[src/rtl/mem_arbiter.sv]
// mem_arbiter: round-robin sharing of one single-port RAM between fetch and load/store ports,
// tracking the single outstanding read through a fixed-latency return path.
module mem_arbiter #(
    parameter int ADDR_WIDTH   = 10,
    parameter int READ_LATENCY = 1
) (
    input  logic                  clk_i,
    input  logic                  rstn_i,
    input  logic                  if_req_i,
    input  logic [31:0]           if_addr_i,
    output logic                  if_gnt_o,
    output logic                  if_rvalid_o,
    output logic [31:0]           if_rdata_o,
    input  logic                  d_req_i,
    input  logic                  d_we_i,
    input  logic [11:0]           d_addr_i,
    input  logic [31:0]           d_wdata_i,
    output logic                  d_gnt_o,
    output logic                  d_rvalid_o,
    output logic [31:0]           d_rdata_o,
    output logic                  mem_en_o,
    output logic                  mem_we_o,
    output logic [ADDR_WIDTH-1:0] mem_addr_o,
    output logic [31:0]           mem_wdata_o,
    input  logic [31:0]           mem_rdata_i
);
    typedef enum logic {IDLE, BUSY} state_t;
    state_t      state, state_n;
    logic [2:0]  cnt, cnt_n;
    logic        owner, owner_n, last, last_n;
    logic        ret, opp, pick_d, rd_gnt;
    logic [31:0] d_addr_ext;
    logic        unused_bits;

    assign d_addr_ext  = {20'b0, d_addr_i};
    assign unused_bits = ^{if_addr_i, d_addr_ext};

    always_ff @(posedge clk_i or negedge rstn_i) begin
        if (!rstn_i) begin
            state <= IDLE;
            cnt   <= '0;
            owner <= 1'b0;
            last  <= 1'b1;
        end else begin
            state <= state_n;
            cnt   <= cnt_n;
            owner <= owner_n;
            last  <= last_n;
        end
    end

    // owner/last: 1 = data port, 0 = fetch port; grants are masked while reset is held
    always_comb begin
        ret         = state == BUSY && cnt == 3'd1;
        opp         = rstn_i && (state == IDLE || ret);
        pick_d      = d_req_i && (!if_req_i || !last);
        if_gnt_o    = opp && if_req_i && !pick_d;
        d_gnt_o     = opp && pick_d;
        mem_en_o    = if_gnt_o || d_gnt_o;
        mem_we_o    = d_gnt_o && d_we_i;
        mem_addr_o  = d_gnt_o ? d_addr_ext[ADDR_WIDTH+1:2] : if_gnt_o ? if_addr_i[ADDR_WIDTH+1:2] : '0;
        mem_wdata_o = mem_we_o ? d_wdata_i : '0;
        if_rvalid_o = ret && !owner;
        d_rvalid_o  = ret && owner;
        if_rdata_o  = if_rvalid_o ? mem_rdata_i : '0;
        d_rdata_o   = d_rvalid_o ? mem_rdata_i : '0;
        rd_gnt      = if_gnt_o || (d_gnt_o && !d_we_i);
        state_n     = rd_gnt ? BUSY : ret ? IDLE : state;
        cnt_n       = rd_gnt ? 3'(READ_LATENCY) : state == BUSY ? cnt - 3'd1 : cnt;
        owner_n     = rd_gnt ? d_gnt_o : owner;
        last_n      = mem_en_o ? d_gnt_o : last;
    end
endmodule
[config.mk]
export PLATFORM = sky130hd
export DESIGN_NAME = mem_arbiter
export DESIGN_NICKNAME = d
export VERILOG_FILES = /design/src/rtl/mem_arbiter.sv
export SDC_FILE = /design/constraint.sdc
export NUM_CORES = 1
export LEC_CHECK = 0
export ABC_AREA = 1
export BUFFER_PORTS_ARGS = -buffer_cell sky130_fd_sc_hd__buf_2
export CORE_AREA = 2 2 87 89
export DETAILED_ROUTE_END_ITERATION = 10
export DIE_AREA = 0 0 89 91
export SETUP_SLACK_MARGIN = 0.2
export SYNTH_ARGS = -nofsm -noshare
export SYNTH_HDL_FRONTEND = slang
export SYNTH_SLANG_ARGS = --single-unit
export TNS_END_PERCENT = 20
[constraint.sdc]
create_clock -name clk_i -period 1.82 [get_ports clk_i]
set_input_delay 0.273 -clock clk_i [delete_from_list [all_inputs] [get_ports clk_i]]
set_output_delay 0.273 -clock clk_i [all_outputs]
set_load 0.1 [all_outputs]
* Word-level counts from Yosys, hierarchy flattened
Index checks and enable logic that the tools add are counted.
Storage, ports and cells: register bits 6, bits of input ports 113, output and inout bits 112, word-level logic and storage cells 37
Operators by class: $add $sub $neg 1, equality and inequality tests 1, mux-type cells 9, bitwise logic cells 1, reduce and logical (&&, ||, !) cells 21
Operators by type and width (number):
- $mux 32 | 3
- $mux 10 | 2
- $logic_and 1x1->1 | 10
- $mux 3 | 2
- $logic_not 1->1 | 5
- $logic_or 1x1->1 | 4
- $reduce_bool 2->1 | 2
- $eq 3x1->1 const B | 1
- $sub 3x1->3 const B | 1
- $mux 1 | 2
- $not 1->1 | 1

* Longest topological paths before layout
Gate-level depths: netlist (run 1).
depth in word-level cells 8, mapped depth 9, gate-level depth less buffers 8

* Least setup slack after synthesis (run 1)
No wires, ideal clock.
kind reg-to-output, start reg cnt[1], end out d_rdata_o[10], data arrival time 3.146 ns, data required time 1.547 ns, path slack -1.599 ns, stages on the path, launching flop included 8, buffers on the path 1, path through dfrtp_1 -> inv_1 -> ha_1 -> nand3_1 -> nor2_2 -> inv_2 -> buf_6 -> nor2_1
Between the ends: longest elaborated chain between the ends 4
RTL lines:
- from (decl) | RTL line 29 | logic [2:0] cnt, cnt_n;
- from (signal assigned) | RTL line 46 | cnt <= cnt_n;
- $eq 3x1->1 | RTL line 54 | ret = state == BUSY && cnt == 3'd1;
- $logic_and 1x1->1 | RTL line 54
- $logic_and 1x1->1 | RTL line 64 | d_rvalid_o = ret && owner;
- via d_rvalid_o | RTL line 19 | output logic d_rvalid_o,
- $mux 32 | RTL line 66 | d_rdata_o = d_rvalid_o ? mem_rdata_i : '0;
- to (decl) | RTL line 20 | output logic [31:0] d_rdata_o,
The timed path passes the listed nets, and every way through them passes these cells.

* Worst setup path in the final report (run 1)
start reg cnt[1], end out mem_wdata_o[1]
Between the ends: longest elaborated chain between the ends 7
RTL lines:
- $eq 3x1->1 | RTL line 54
- $logic_and 1x1->1 | RTL line 54
- $logic_or 1x1->1 | RTL line 55 | opp = rstn_i && (state == IDLE || ret);
- $logic_and 1x1->1 | RTL line 55
- $logic_and 1x1->1 | RTL line 58 | d_gnt_o = opp && pick_d;
- $logic_and 1x1->1 | RTL line 60 | mem_we_o = d_gnt_o && d_we_i;
- $mux 32 | RTL line 62 | mem_wdata_o = mem_we_o ? d_wdata_i : '0;
- to (decl) | RTL line 24 | output logic [31:0] mem_wdata_o,
No other way between the ends.

==> results, run 1 <==
- The number of warnings printed during yosys synthesis is 0.
- For the worst setup path, the data arrival time is 1790 ps.
- The family with the most delay on the worst path is buffers and inverters.
- For this design the ratio of total power to cell area is 1124 nW/um2.
- The type of destination of the critical path is a primary output.
- The die is 91 um tall.
- The first global-routing pass estimated 12,200 um of wire.
- The largest incremental delay on the critical path is 360 ps.
- The floorplan step defined a die boundary enclosing 8099 um2.
- The slew at the pin with the worst max-slew slack is 211.7 ps.
- 0 antenna diodes ended up in the layout.
- Once the floorplan was initialized, standard cells occupied 20.48% of the core.
- The number of hold buffers added after CTS was 0.
- The residual DRC count is 0.
- Across the run, the number of max-cap violations was 0.
- The startpoint type of the worst setup path is a flip-flop.
- The worst register-to-register path begins at cnt[0]$_DFFE_PN0P_.
- For this run, the share of the core covered by cells in the final layout is 73.51%.
- The final route contains 2,344 vias.
- In this run the mean area of a mapped cell was 5.917 um2.
- The first detailed-routing pass ran for 4 iterations.
- The die width is 89 um.
- Across all setup checks in the final design, the least slack found is -240.5 ps.
- For this block, the initial DRC count from the detailed router was 25.
- The number of clock buffers inserted by TritonCTS is 3.
- Measured against its own limit, the worst slew margin works out to 85.87%.
- The fraction of the cycle the final worst path needs is 113.2%.
- Summed over all layers, the routed wires come to 8057 um.
- The time the worst path needs with I/O delays and setup is 2060 ps.
- For the final database, setup skew stands at 1.949 ps.
- The netlist area before placement is 1461 um2.
- The run finished, with violations left.
- The maximum number of buffers from clock root to sink is 2.
- The wire length per cell after detailed routing is 14.01 um.
- Timing would allow up to 485.3 MHz.
- The checks that failed: setup timing.
- The library cell used most frequently in the layout, excluding fill and tap cells, is sky130_fd_sc_hd__buf_12.
- The path category of the worst min-delay check is in2async.
- The port buffer count is 200.
- Clock-pin slew was measured on the worst setup and hold paths at 40 ps.
- The initial antenna violation count came to 0.
- The clock tree from TritonCTS is yes.
- On the critical path, the stage with the largest delay is an instance of sky130_fd_sc_hd__dfrtp_1.
- The remaining antenna violation count is 0.
- The overflow left after global routing is 0.
- The leakage power is 2.405 nW.
- In the layout the commonest cells are sky130_fd_sc_hd__buf_12, sky130_fd_sc_hd__nor2_4, sky130_fd_sc_hd__buf_2.
- The filler cells instantiated in the layout total 483.
- Of all nets on the critical path, the largest fanout is 3.
- The sum of internal, switching and leakage power is 0.005895 W.
- At the worst endpoint, the required time is 1550 ps.
- The number of pins exceeding their max-slew limit in the final report came to 0.
- The signal on the critical path passes through inv_2 > ha_4 > nand2_4 > nand2_4 > nand3_4 > nor2_4 > clkinv_4 > buf_4 > buf_4 > nor2_4 > buf_12.
- CTS saw 6 sinks.
- The final setup violation count is 107.
- Global routing consumed, over all layers together, 19.02% of the routing resources.
- The pin count of the biggest net entering global routing is 21.
- Setup repair after global routing could not meet its margin everywhere.
- The tree is rooted in a sky130_fd_sc_hd__clkbuf_8.
- The synthesized design contains 6 register bits.
- Counting both buffers and inverters, the worst setup path holds a total of 5.
- The worst supply voltage drop on vdd is 0.6284 mV.
- The area growth from synthesis to layout is 259.0%.
- The count of different cell masters after synthesis is 24.
- The number of levels in the clock H-tree is 1.
- Using the TritonRoute via totals, the vias-per-cell ratio works out to 4.077.
- The core region area is 7137 um2.
- Once detailed placement completed, the half-perimeter wirelength came to 7079 um.
- The number of nets in the finished design is 592.
- The via count of the first global-routing pass is 2,556.
- In this run the worst setup path begins at cnt[1]$_DFFE_PN0P_.
- Counting every net in the synthesized netlist gives 362.
- After floorplanning, the core was divided into 31 placement rows.
- The total negative slack is -12,710 ps.
- Clock latency on the worst-skew pair, taken at its later pin, is 220 ps.
- The sequential share of the synthesized area is 10.36%.
- The number of failing hold endpoints at the final stage came to 0.
- The top-level I/O count is 225.
- The fraction of final layout cells sized beyond drive strength 1 is 76.89%.
- The critical path in this run is classified as reg2out.
- The synthesized instance count is 247.
[report_power, final]
part | switching, W | internal [W]
sequential | 0.0000507 | 0.000206
combinational | 0.00351 | 0.00192
clock | 0.0000562 | 0.000151
total | 0.00362 | 0.00228
[registers in the layout, indices dropped and copies added, names as in the netlist]
name   flops
cnt        3
last       1
owner      1
state      1
[final timing paths]
| kind | depth (start not counted) | slack, ps | endpoint |
|---|---|---|---|
| max reg2reg | 9 | 400 | cnt[1]$_DFFE_PN0P_ |
| min in group clk_i | 2 | 460 | last$_DFFE_PN1P_ |
| max in group asynchronous | 2 | 1620 | cnt[0]$_DFFE_PN0P_ |
| max | 11 | -240 | mem_wdata_o[1] |
| min reg2reg | 2 | 460 | last$_DFFE_PN1P_ |
| min | 2 | 90 | cnt[2]$_DFFE_PN0P_ |
[kinds of logic (layout without fill, tap and decap cells)]
| logic type | after synthesis | count (layout) | synth area share (%) |
|---|---|---|---|
| DFF | 6 | 6 | 10.36 |
| buffers and inverters | 88 | 317 | 29.45 |
| xor gates and xnor gates | 2 | 2 | 1.199 |
| adders and majority gates | 2 | 2 | 1.712 |
| muxes | 1 | 1 | 0.6850 |
| AOI/OAI and AO/OA | 1 | 1 | 0.3421 |
| and+or+nand+nor | 147 | 147 | 56.25 |
[cell usage after synthesis]
cell | n | area share [%]
sky130_fd_sc_hd__nand3_1 | 4 | 1.4
sky130_fd_sc_hd__inv_4 | 1 | 0.43
sky130_fd_sc_hd__xnor2_1 | 1 | 0.60
sky130_fd_sc_hd__clkinv_2 | 1 | 0.34
sky130_fd_sc_hd__nor2_2 | 2 | 0.86
sky130_fd_sc_hd__nand2_2 | 1 | 0.43
sky130_fd_sc_hd__buf_6 | 6 | 4.6
sky130_fd_sc_hd__buf_12 | 3 | 4.1
sky130_fd_sc_hd__nand4_1 | 1 | 0.43
sky130_fd_sc_hd__nor2_4 | 31 | 24
sky130_fd_sc_hd__dfstp_2 | 1 | 1.8
sky130_fd_sc_hd__xor2_1 | 1 | 0.60
sky130_fd_sc_hd__dfrtp_1 | 5 | 8.6
sky130_fd_sc_hd__nand2_1 | 38 | 9.8
sky130_fd_sc_hd__clkinv_1 | 1 | 0.26
sky130_fd_sc_hd__nand3_4 | 1 | 1.2
sky130_fd_sc_hd__ha_1 | 2 | 1.7
sky130_fd_sc_hd__nand4_2 | 1 | 0.86
sky130_fd_sc_hd__nor2_1 | 68 | 17
sky130_fd_sc_hd__buf_2 | 2 | 0.68
sky130_fd_sc_hd__inv_2 | 6 | 1.5
sky130_fd_sc_hd__a21oi_1 | 1 | 0.34
sky130_fd_sc_hd__mux2i_1 | 1 | 0.68
sky130_fd_sc_hd__inv_1 | 68 | 17
[cell type report]
cell class / instances / area, um2 / area share, %
timing repair buffer: 236 / 3149 / 60.03
clock buffer: 4 / 45.04 / 0.8586
multi-input combinational: 153 / 1459 / 27.81
tap: 99 / 123.9 / 2.361
inverter: 77 / 317.8 / 6.058
sequential: 6 / 151.4 / 2.886
[metal layers]
metal  share of wire (%)  track usage [%]
met1                  30            17.11
met2                  59            38.93
met3                 7.6            4.636
met4                 3.5            6.592
met5                   0                0
[stage by stage]
stage / cell area, um2 / hold WS, ps / std cells / setup WS, ps
6_report: 5246 / 94.35 / 575 / -240.5
5_1_grt: 5246 / 111.0 / 575 / -324.5
3_5_place_dp: 4959 / 303.6 / 560 / -24.64
3_3_place_gp: 4959 / 287.7 / 560 / 29.86
4_1_cts: 5149 / 92.36 / 570 / -231.6
2_1_floorplan: 1993 / -22.59 / 247 / -653.0
[timing repair]
action | 4_1_cts | 5_1_grt
hold endpoints to repair | 0 | 0
pin swaps | 7 | 4
buffers inserted | 5 | 4
gates resized for setup | 28 | 8
setup endpoints to repair | 112 | 112
gates cloned | 1 | 1
(Power assumes the default switching activity.)
==> run 2: changes to the inputs <==
--- a/config.mk
+++ b/config.mk
@@ -7,9 +7,11 @@
 export LEC_CHECK = 0
 export ABC_AREA = 1
 export BUFFER_PORTS_ARGS = -buffer_cell sky130_fd_sc_hd__buf_2
+export CAP_MARGIN = 0
 export CORE_AREA = 2 2 87 89
 export DETAILED_ROUTE_END_ITERATION = 10
 export DIE_AREA = 0 0 89 91
+export GPL_TIMING_DRIVEN = 0
 export SETUP_SLACK_MARGIN = 0.2
 export SYNTH_ARGS = -nofsm -noshare
 export SYNTH_HDL_FRONTEND = slang
==> run 2 against run 1 <==
  * Cell count decreased by 2.8%
  * Flip-flop and latch count is the same
  * The run still ends with setup timing left
  * Clock power is essentially flat
  * Sequential power is 5% higher
  * Highest routed layer unchanged
  * Wire length shrank 2.1%
  * Critical path type unchanged
  * Die area unchanged
  * Combinational power is 4.2% lower
  * Critical endpoint is now mem_wdata_o[14]
==> results, run 2 (synthesis results as in run 1) <==
- The maximum number of buffers from clock root to sink is 2 (unchanged).
- The residual DRC count is 0 (unchanged).
- The via count of the first global-routing pass is 2,468 (-3.4%).
- The area used by multi-input combinational logic is 1443 um2 (-1.1%).
- The wire length per cell after detailed routing is 14.11 um (+0.69%).
- The standard cell with the maximum stage delay on the critical path is sky130_fd_sc_hd__dfrtp_1.
- The critical path starts at cnt[1]$_DFFE_PN0P_.
- The initial antenna violation count was 0 (unchanged).
- The wire length after detailed routing is 7887 um (-2.1%).
- Setup repair after global routing could not meet its margin everywhere.
- The met3 usage is 4.364% (-0.27 points).
- The slack of the critical path came to -202.8 ps (+37.64 ps).
- The met1 routing resource usage after global routing is 17.87% (+0.76 points).
- The number of clock buffers inserted by TritonCTS is 3 (unchanged).
- The number of pins exceeding their max-slew limit in the final report was 0 (unchanged).
- The placer's final routability congestion estimate is 0.7097.
- The sum of internal, switching and leakage power is 0.005680 W (-3.6%).
- The beginning of the worst register-to-register path is cnt[1]$_DFFE_PN0P_.
- The area of the die is 8099 um2 (unchanged).
- The fraction of the cycle the final worst path needs is 111.1% (-2.1 points).
- The area growth from synthesis to layout is 244.6%.
- The sequential cell area in the final layout is 151.4 um2 (unchanged).
- The remaining max-slew budget at the tightest pin is 66.42% (-19 points).
- The core region area was 7137 um2 (unchanged).
- The largest incremental delay on the critical path is 360 ps (about the same).
- The slew at the pin with the worst max-slew slack is 507.2 ps (+295.5 ps).
- The final setup violation count came to 103 (-3.7%).
- The port buffer count came to 200 (unchanged).
- The share of the core filled with cells in the final layout is 70.56% (-2.9 points).
- The die width is 89 um (unchanged).
- The number of failing hold endpoints at the final stage is 0 (unchanged).
- The effective utilization at floorplan came to 20.48% (unchanged).
- The power per cell area is 1128 nW/um2 (+0.38%).
- STA classifies the critical path endpoint as a primary output.
- The latest clock arrival within the worst-skew pair is 220 ps (about the same).
- The number of flip-flops in the largest register is 3 (unchanged).
- The number of levels in the clock H-tree was 1 (unchanged).
- The worst supply voltage drop on vdd was 0.6419 mV (+2.1%).
- The number of standard-cell rows in the floorplan came to 31 (unchanged).
- The number of max-cap violations came to 0 (unchanged).
- The highest fanout seen on the critical path is 10 (+7).
- The met2 capacity usage during global routing is 36.75% (-2.2 points).
- The run finished, with violations left.
- The final reports fail on setup timing.
- The kind of critical path is reg2out.
- The worst setup path is launched from a flip-flop.
- The global-route total usage across every layer is 18.69% (-0.33 points).
- The overflow left after global routing was 0 (unchanged).
- In this run the worst hold path is classified as in2async.
- The clock-pin slew on the worst setup and hold paths came to 40 ps (about the same).
- The remaining antenna violation count came to 0 (unchanged).
- The number of diodes added for antenna fixing is 0 (unchanged).
- The overall die height is 91 um (unchanged).
- The sum of net half-perimeters after detailed placement is 4669 um (-34%).
- The time the worst path needs with I/O delays and setup was 2023 ps (-37.64 ps).
- cnt holds more flip-flops than any other register.
- The critical path goes through inv_2 > ha_4 > nand2_2 > nand2_4 > nand3_4 > nor2_4 > inv_6 > buf_12 > nor2_4 > buf_12.
- The number of DRC markers in iteration 0 is 23 (-8.0%).
- The final-layout fill cell count came to 471 (-2.5%).
- The pin count of the biggest net entering global routing was 11 (-48%).
- The critical path data arrival time is 1750 ps (-40 ps).
- The TritonCTS sink count was 6 (unchanged).
- The number of nets in the finished design is 576 (-2.7%).
- The top-level I/O count was 225 (unchanged).
- The layer flagged by global routing as most heavily used is met2.
- The post-route clock skew is 6.156 ps (+4.207 ps).
- The vias after detailed routing is 2,304 (-1.7%).
- The highest achievable clock rate is 494.4 MHz (+1.9%).
- The leakage power was 2.309 nW (-4.0%).
- The number of search-and-repair iterations in the first detailed-routing pass is 4 (unchanged).
- The number of vias per cell after detailed routing is 4.122 (+1.1%).
- The first-pass GRT wire length is 12,010 um (-1.5%).
- The clock tree from TritonCTS is yes.
- The clock tree root buffer cell is sky130_fd_sc_hd__clkbuf_8.
- The data required time of the worst path was 1550 ps (about the same).
- The fraction of final layout cells sized beyond drive strength 1 is 75.65% (-1.2 points).
- Leaving out fill and tap cells, the most frequent cell in the layout is sky130_fd_sc_hd__buf_12.
- In the layout the commonest cells are sky130_fd_sc_hd__buf_12, sky130_fd_sc_hd__nor2_4, sky130_fd_sc_hd__buf_2.
## run 2: changes by cell type in the layout (fill, tap and decap cells not counted), sizes merged
cell	previous run	this run
clkbuf	5	4
dlygate4sd3	0	1
clkinv	3	2
inv	74	75
buf	235	219
## run 2: power by group
part	internal, W	switching [W]	total [W]	leakage, nW
Clock	0.000151	0.0000571	0.000208	0.0228
Combinational	0.00176	0.00344	0.00520	2.21
Sequential	0.000207	0.0000626	0.000269	0.0717
## run 2: timing repair
item | in CTS | in global routing
setup endpoints to repair | 112 | 112
gates resized for setup | 455 | 22
buffers inserted | 4 | 2
pin swaps | 7 | 1
cloned | 2 | 0
hold buffers | 1 | 0
endpoints found under the hold margin | 5 | 0
## run 2: final timing paths
check / end / slack [ps] / cells past startpoint
setup / recovery: mem_wdata_o[14] / -200 / 10
hold / removal: last$_DFFE_PN1P_ / 100 / 1
setup reg to reg: cnt[2]$_DFFE_PN0P_ / 510 / 8
hold reg to reg: last$_DFFE_PN1P_ / 460 / 2
max in group asynchronous: owner$_DFFE_PN0P_ / 1040 / 2
min in group clk_i: cnt[0]$_DFFE_PN0P_ / 430 / 3
## run 2: per-stage QoR
stage,TNS [ps],cells,area [um2],hold WS (ps),setup WS [ps]
final,-11220,559,5036,96.89,-202.8
after global routing,-20320,559,5036,96.69,-296.0
after CTS,-16720,557,4930,79.47,-192.9
after detailed placement,-15600,546,3118,151.8,-214.2
after global placement,-15400,546,3118,147.4,-202.1
after floorplan,-62490,247,1993,-22.59,-653.0
## run 2: area by class of cell
| class | instances | share of cell area [%] |
|---|---|---|
| repair buffers | 209 | 54.91 |
| multi-input cells | 153 | 28.65 |
| inverters | 77 | 6.062 |
| plain buffers | 11 | 4.025 |
| flip-flops and latches | 6 | 3.006 |
| well taps | 99 | 2.460 |
| clock buffers | 4 | 0.8944 |
## run 2: metal layers
metal	up-vias	part of all wire [%]
met5	-	0
met4	0	3.5
met3	18	8.6
met2	129	57
met1	1058	31
li1	1099	-
## run 2: critical path, delay by kind of cell (launching register included)
family	cells	cell delay, ps
adders and majority gates	1	140
buffers and inverters	4	520
and+or+nand+nor	5	500
DFF	1	360
